$ cat config.mk
export PLATFORM = sky130hd
export DESIGN_NAME = arcade_input_cond
export DESIGN_NICKNAME = d
export VERILOG_FILES = /design/src/rtl/arcade_input_cond.sv
export SDC_FILE = /design/constraint.sdc
export NUM_CORES = 1
export LEC_CHECK = 0
export BUFFER_PORTS_ARGS = -buffer_cell sky130_fd_sc_hd__buf_2
export CORE_MARGIN = 2
export CORE_UTILIZATION = 26
export CTS_BUF_LIST = sky130_fd_sc_hd__clkbuf_2
export CTS_CLUSTER_DIAMETER = 50
export DETAILED_ROUTE_END_ITERATION = 16
export SYNTH_ARGS = -nofsm -noshare
export SYNTH_HDL_FRONTEND = slang
export SYNTH_SLANG_ARGS = --single-unit
export TNS_END_PERCENT = 100
$ cat constraint.sdc
create_clock -name clk -period 2.9 [get_ports clk]
set_input_delay 0.435 -clock clk [delete_from_list [all_inputs] [get_ports clk]]
set_output_delay 0.435 -clock clk [all_outputs]
set_load 0.02 [all_outputs]
$ cat src/rtl/arcade_input_cond.sv
// arcade_input_cond: per-player debounce, 4-way/8-way direction rules and coin pulse shaping.
// Latency: 2^DEBOUNCE_W + 3 clk from first sample to any button/direction; coin 1 clk after debounced rise.
// Backpressure: none; inputs free-running, outputs are levels. Autofire option: ARCADE_INPUT_AUTOFIRE_EN.
module arcade_input_cond #(
    parameter int DEBOUNCE_W    = 10,
    parameter int COIN_PULSE    = 2000000,
    parameter int COIN_LOCKOUT  = 2000000
`ifdef ARCADE_INPUT_AUTOFIRE_EN
    ,
    parameter int AUTOFIRE_HALF = 1000000
`endif
) (
    input  logic       clk,
    input  logic       reset_n,
    input  logic [9:0] joy_in,
    input  logic       mode_4way,
`ifdef ARCADE_INPUT_AUTOFIRE_EN
    input  logic       autofire,
`endif
    output logic [3:0] dir_out,
    output logic       fire,
    output logic       bomb,
    output logic       start1,
    output logic       start2,
    output logic       pause,
    output logic       coin
);

    typedef enum logic [1:0] {IDLE, PULSE, LOCKOUT, WAIT_REL} coin_state_t;

    localparam int TMAX = (COIN_PULSE > COIN_LOCKOUT) ? COIN_PULSE : COIN_LOCKOUT;
    localparam int TW   = $clog2(TMAX + 1);
    localparam logic [TW-1:0] PULSE_LOAD = TW'(COIN_PULSE - 1);
    localparam logic [TW-1:0] LOCK_LOAD  = TW'(COIN_LOCKOUT - 1);

    logic [9:0]            s1;
    logic [9:0]            s2;
    logic [9:0]            deb;
    logic [DEBOUNCE_W-1:0] cnt [10];

    always_ff @(posedge clk) begin
        if (!reset_n) begin
            s1  <= '0;
            s2  <= '0;
            deb <= '0;
            for (int i = 0; i < 10; i++) cnt[i] <= '0;
        end else begin
            s1 <= joy_in;
            s2 <= s1;
            for (int i = 0; i < 10; i++) begin
                if (s2[i] == deb[i]) begin
                    cnt[i] <= '0;
                end else if (&cnt[i]) begin
                    deb[i] <= s2[i];
                    cnt[i] <= '0;
                end else begin
                    cnt[i] <= cnt[i] + 1'b1;
                end
            end
        end
    end

    logic [3:0] deb_dir;
    logic [3:0] deb_dir_d;
    logic [3:0] dir_rise;
    logic [3:0] dir_next;
    logic       mode_q;

    assign deb_dir  = deb[3:0];
    assign dir_rise = deb_dir & ~deb_dir_d;

    function automatic logic [3:0] prio4(input logic [3:0] v);
        if (v[3])      return 4'b1000;
        else if (v[2]) return 4'b0100;
        else if (v[1]) return 4'b0010;
        else if (v[0]) return 4'b0001;
        else           return 4'b0000;
    endfunction

    // In 4-way mode dir_out is the one-hot mask; a fresh rise wins before any release is considered.
    always_comb begin
        dir_next = dir_out;
        if (!mode_4way) begin
            dir_next = deb_dir;
            if (deb_dir[3] && deb_dir[2]) dir_next[3:2] = 2'b00;
            if (deb_dir[1] && deb_dir[0]) dir_next[1:0] = 2'b00;
        end else if (!mode_q) begin
            dir_next = prio4(deb_dir);
        end else if (|dir_rise) begin
            dir_next = prio4(dir_rise);
        end else if (|(dir_out & ~deb_dir)) begin
            dir_next = prio4(deb_dir);
        end
    end

    always_ff @(posedge clk) begin
        if (!reset_n) begin
            dir_out   <= '0;
            deb_dir_d <= '0;
            mode_q    <= 1'b0;
            bomb      <= 1'b0;
            start1    <= 1'b0;
            start2    <= 1'b0;
            pause     <= 1'b0;
        end else begin
            dir_out   <= dir_next;
            deb_dir_d <= deb_dir;
            mode_q    <= mode_4way;
            bomb      <= deb[5];
            start1    <= deb[6];
            start2    <= deb[7];
            pause     <= deb[9];
        end
    end

`ifdef ARCADE_INPUT_AUTOFIRE_EN
    localparam int AW = (AUTOFIRE_HALF > 1) ? $clog2(AUTOFIRE_HALF) : 1;
    localparam logic [AW-1:0] AF_LOAD = AW'(AUTOFIRE_HALF - 1);

    logic [AW-1:0] af_cnt;
    logic          af_active;

    // Leaving autofire forces one low cycle so the next burst always starts on a fresh phase.
    always_ff @(posedge clk) begin
        if (!reset_n) begin
            fire      <= 1'b0;
            af_cnt    <= '0;
            af_active <= 1'b0;
        end else if (autofire && deb[4]) begin
            if (!af_active) begin
                fire      <= 1'b1;
                af_cnt    <= AF_LOAD;
                af_active <= 1'b1;
            end else if (af_cnt == '0) begin
                fire   <= ~fire;
                af_cnt <= AF_LOAD;
            end else begin
                af_cnt <= af_cnt - 1'b1;
            end
        end else if (af_active) begin
            fire      <= 1'b0;
            af_cnt    <= '0;
            af_active <= 1'b0;
        end else begin
            fire <= deb[4];
        end
    end
`else
    always_ff @(posedge clk) begin
        if (!reset_n) fire <= 1'b0;
        else          fire <= deb[4];
    end
`endif

    coin_state_t   state;
    coin_state_t   state_next;
    logic [TW-1:0] timer;
    logic [TW-1:0] timer_next;
    logic          deb_coin;
    logic          deb_coin_d;
    logic          coin_quiet;
    logic          coin_quiet_d;

    assign deb_coin = deb[8];
    // Release needs the whole coin path low for two cycles, so a coin held through reset
    // is seen entering the synchroniser before WAIT_REL can let go.
    assign coin_quiet = !(s1[8] || s2[8] || deb[8]);

    always_ff @(posedge clk) begin
        if (!reset_n) begin
            state        <= WAIT_REL;
            timer        <= '0;
            deb_coin_d   <= 1'b0;
            coin_quiet_d <= 1'b0;
        end else begin
            state        <= state_next;
            timer        <= timer_next;
            deb_coin_d   <= deb_coin;
            coin_quiet_d <= coin_quiet;
        end
    end

    always_comb begin
        state_next = state;
        timer_next = timer;
        coin       = 1'b0;
        case (state)
            IDLE: begin
                if (deb_coin && !deb_coin_d) begin
                    state_next = PULSE;
                    timer_next = PULSE_LOAD;
                end
            end
            PULSE: begin
                coin = 1'b1;
                if (timer == '0) begin
                    state_next = LOCKOUT;
                    timer_next = LOCK_LOAD;
                end else begin
                    timer_next = timer - 1'b1;
                end
            end
            LOCKOUT: begin
                if (timer == '0) state_next = deb_coin ? WAIT_REL : IDLE;
                else             timer_next = timer - 1'b1;
            end
            WAIT_REL: begin
                if (coin_quiet && coin_quiet_d) state_next = IDLE;
            end
            default: state_next = WAIT_REL;
        endcase
    end

endmodule
; ---- Yosys cells after proc, flatten, opt, wreduce, memory -nomap -nowiden
; Memory sizes are Yosys's and may differ from the RTL's.
; Index checks and enable logic that the tools add are counted.
[word_totals]
input_bits = 13
elab_cells = 300
memories = 1
out_inout_bits = 10
ramBits = 100
regBits = 69
[mem_list]
columns = name, words, word_bits, read_ports, rd_clocked_by_memory_dff, write_ports, line
row1 = cnt, 10, 10, 10, 0, 10, 39  ; logic [DEBOUNCE_W-1:0] cnt [10];
[op_classes]
add_sub_neg = 11
n_reduce_logical = 35
bitwise = 44
muxes = 166
n_eq_ne = 19
[ops]
columns = op, n
row1 = $mux W10, 30
row2 = $mux W1, 114
row3 = $reduce_and A11 Y1, 10
row4 = $add A10 B1 Y10 const B, 10
row5 = $reduce_and A10 Y1, 10
row6 = $mux W21, 3
row7 = $pmux W21 S3, 1
row8 = $or A1 B1 Y1, 30
row9 = $mux W4, 6
row10 = $logic_not A21 Y1, 1
row11 = $sub A21 B1 Y21 const B, 1
row12 = $mux W2, 9
row13 = $eq A1 B1 Y1, 10
row14 = $ne A2 B2 Y1 const B, 5
row15 = $not A1 Y1, 10
row16 = $and A4 B4 Y4, 2
row17 = $not A4 Y4, 2
row18 = $pmux W2 S4, 1
row19 = $reduce_or A4 Y1, 2
row20 = $mux W3, 2
row21 = $eq A2 B2 Y1 const B, 2
row22 = $logic_and A1 B1 Y1, 4
row23 = $ne A4 B2 Y1 const B, 1
row24 = $reduce_and A4 Y1, 1
row25 = 6 further kinds, 8

; ---- Longest topological paths before layout
[logic_depth]
depth_word = 9
mapped_depth = 9
ltp_nobuf = 7

; ---- Worst setup path before layout
; OpenSTA, ideal clock, no wires.
[synth_timing]
path_kind = flip-flop to flip-flop
from = register timer[4]
to = register timer[14]
path_buffers = 1
setup_slack_ns = 0.841
arrival_ns = 1.986
stages_incl_launch_ff = 7
synth_period_minus_slack_ns = 2.059
path_cell_list = dfxtp_1 -> or4_4 -> buf_6 -> nor4_4 -> o211ai_2 -> or4_1 -> a21oi_1
[synth_via]
elab_chain_len = 3
word_cells_on_any_way = 7
cone_classes = add/sub (1) / eq/ne (1) / mux (3) / reduce/logical (2)
[synth_lines]
columns = item, line
row1 = start: declaration, 157  ; logic [TW-1:0] timer;
row2 = start signal: assignment, 177  ; timer <= timer_next;
row3 = $sub A21 B1 Y21 / $logic_not A21 Y1 (equally long branches), n/a
row4 = $mux W21 (tied with other cells), 204  ; if (timer == '0) state_next = deb_coin ? WAIT_REL : IDLE;
row5 = $pmux W21 S3 / $reduce_and A3 Y1 (equally long branches), n/a
; Several ways; a longest one is shown, not always the timed one. The select of a mux whose other input is x is not followed.
; A chain may end at the register's enable or synchronous reset.

; ---- Final worst setup path
[layout_timing]
from = register timer[0]
to = register timer[9]
; The elaborated chain is that of the path after synthesis.

==> flow_metrics.tcl <==
set metrics [dict create \
    wl_per_cell_um 10.78 \
    detail-route-antenna-nets 0 \
    nets 941 \
    first_iter_violations 302 \
    skew_ns 0.05398 \
    portBuffers 22 \
    fin_crit_ns 2.319 \
    post_cts_resized 0 \
    fin_cells 1320 \
    die_w_um 180.6 \
    maxSlewHeadroom_pct 39.29 \
    worst_pin_slew_ns 0.8964 \
    dp_cells 1273 \
    syn_area_per_cell_um2 10.53 \
    grt_first_pass_wirelength_um 24740 \
    synth.yosys.seq_area_share_pct 54.06 \
    synth_edf_count 100 \
    synth_ff_type "edfxtp_1" \
    clock_path_buffers 2 \
    cap_violations 0 \
    cts_buffers 17 \
    synthTopCellsByArea "edfxtp_1, dfxtp_1, xor2_1, nor2_1, xnor2_1" \
    synth_warnings 0 \
    synth-async-reset-ratio_pct 0 \
    worst_ep_required_time_ns 3.58 \
    track_usage_pct 9.215 \
    rsz0062_at_grt "no" \
    fmax_ghz 0.4312 \
    hp-class "input pin to register" \
    ff_latch_area_um2 4384 \
    design.die.area_um2 32620 \
    io_pins 23 \
    layout_commonest_cell "nor2_1" \
    worstSetupStartpointType "register" \
    yosys.area.top_type "edfxtp_1" \
    power.leakage_nw 3.600 \
    crit_arrival_ns 3.00 \
    ctsRootBufferMaster "clkbuf_2" \
    grt_pass1_vias 5310 \
    cts_max_level 4 \
    routed-via-count 5612 \
    status "complete, no violations" \
    final-setup-viol-count 0 \
    ctsHoldBuffers 14 \
    syn_to_final_growth_pct 17.19 \
    grt_start_max_net_pins 67 \
    die_h_um 180.6 \
    wirelength_um 14230 \
    final_cell_mix "nor2_1, edfxtp_1, conb_1, dfxtp_1, xor2_1" \
    synth_top_area_share_pct 37.03 \
    syn_inst 770 \
    p_total_w 0.005645 \
    dr.pass1.iters 4 \
    fillCellCount 3242 \
    power_density_nw_per_um2 594.0 \
    clk_transition_reported_paths_ns 0.28 \
    gp_congestion 0.7777 \
    cts_tree "yes" \
    hold_viol 0 \
    fin_crit_sh_pct 79.97 \
    via_per_inst 4.252 \
    overflow 0 \
    ys_types 60 \
    remaining_drc_errors 0 \
    vdd_drop_max_v 0.0003267 \
    end_kind "register" \
    yosys_register_bits 169 \
    holdWs_ns 0.3963 \
    crit_fanout 8 \
    drive_gt1_share_pct 7.909 \
    start_util_pct 26.44 \
    antenna_found_initial 1 \
    design_area_um2 9504 \
    rows 64 \
    multi_input_area_um2 3931 \
    setup.worst_path.class "register to register" \
    clk_latency_ns 0.77 \
    syn_area_um2 8110 \
    finalMaxSlewViolations 0 \
    totalNegativeSetupSlack_ns 0 \
    core_area_um2 30670 \
    cts_setup_buffers 0 \
    hpwl_um 10070 \
    dpl_cell_area_um2 9046 \
    cts.sinks 169 \
]
## final cells by class
| class | count | share of cell area [%] |
|---|---|---|
| antenna | 1 | 0.02633 |
| multi-input combinational | 658 | 41.36 |
| tap | 396 | 5.213 |
| clock inverter | 15 | 2.422 |
| timing repair buffer | 38 | 2.923 |
| sequential | 169 | 46.13 |
| inverter | 26 | 1.027 |
| clock buffer | 17 | 0.8952 |
## power breakdown
part	leakage, nW	switching (W)	internal [W]	total [W]
Combinational	1.82	0.000719	0.000468	0.00119
Sequential	1.60	0.000190	0.00272	0.00290
Clock	0.182	0.000880	0.000673	0.00155
## layer usage
layer	vias up	wire length [µm]	global-route usage, %
met4	0	278	4.129
met2	53	6588	14.93
met1	2603	7041	11.63
met3	18	321	2.243
met5	-	0	0
li1	2938	-	-
## worst paths after layout
path | from | end | slack [ns] | cells past startpoint
hold / removal | joy_in[4] | s1[4] | 0.40 | 3
hold reg to reg | s1[1] | s2[1] | 0.46 | 1
setup reg to reg | timer[0] | timer[9] | 0.58 | 7
setup / recovery | timer[0] | timer[9] | 0.58 | 7
## critical path: stages (launching register included)
cell and delay, ns:
dfxtp_1 0.42, inv_1 0.09, ha_1 0.14, nor4b_1 0.40, and3_1 0.39, a21boi_1 0.12
o311ai_2 0.55, nor2_1 0.11
## kinds of logic after synthesis
| kind of cell | after synthesis | share of synthesized area [%] |
|---|---|---|
| flip-flops | 169 | 54.06 |
| AO/OA/AOI/OAI | 104 | 8.748 |
| other | 1 | 0.04624 |
| adder cells (fa/ha/maj) | 18 | 2.777 |
| multiplexers | 11 | 1.358 |
| XOR/XNOR | 87 | 9.395 |
| buffers and inverters | 42 | 2.052 |
| AND/OR/NAND/NOR | 338 | 21.57 |
## Yosys cell counts, types with 3 or more instances
cell type / count
a21oi_1: 32
a31oi_1: 7
and2_1: 32
and3_1: 30
and4_1: 6
clkbuf_1: 14
dfxtp_1: 69
edfxtp_1: 100
ha_1: 18
inv_1: 26
mux2i_1: 11
nand2_1: 45
nand2b_1: 7
nand3_1: 29
nand4_1: 18
nor2_1: 114
nor2b_1: 18
nor3_1: 6
nor4_1: 4
nor4b_1: 3
o211ai_1: 3
o21ai_0: 15
o21ai_1: 3
o21bai_1: 7
o221a_2: 7
o31ai_1: 5
or3_1: 10
or4_1: 7
xnor2_1: 34
xor2_1: 53
## stage by stage
step / util (%) / setup slack [ns]
finish: 30.99 / 0.5810
global route: 30.99 / 0.3748
CTS: 30.98 / 0.5131
detailed placement: 29.50 / 0.6467
global placement: 29.50 / 0.7299
floorplan: - / 0.8412
## registers in the layout (all words and copies together), names as in the netlist, 2 cells and up
register	flops
cnt	100
deb_dir_d	4
state	2
s2	10
s1	10
timer	21
deb	10
dir_out	4
No activity file was read; power rests on OpenSTA's default activity.
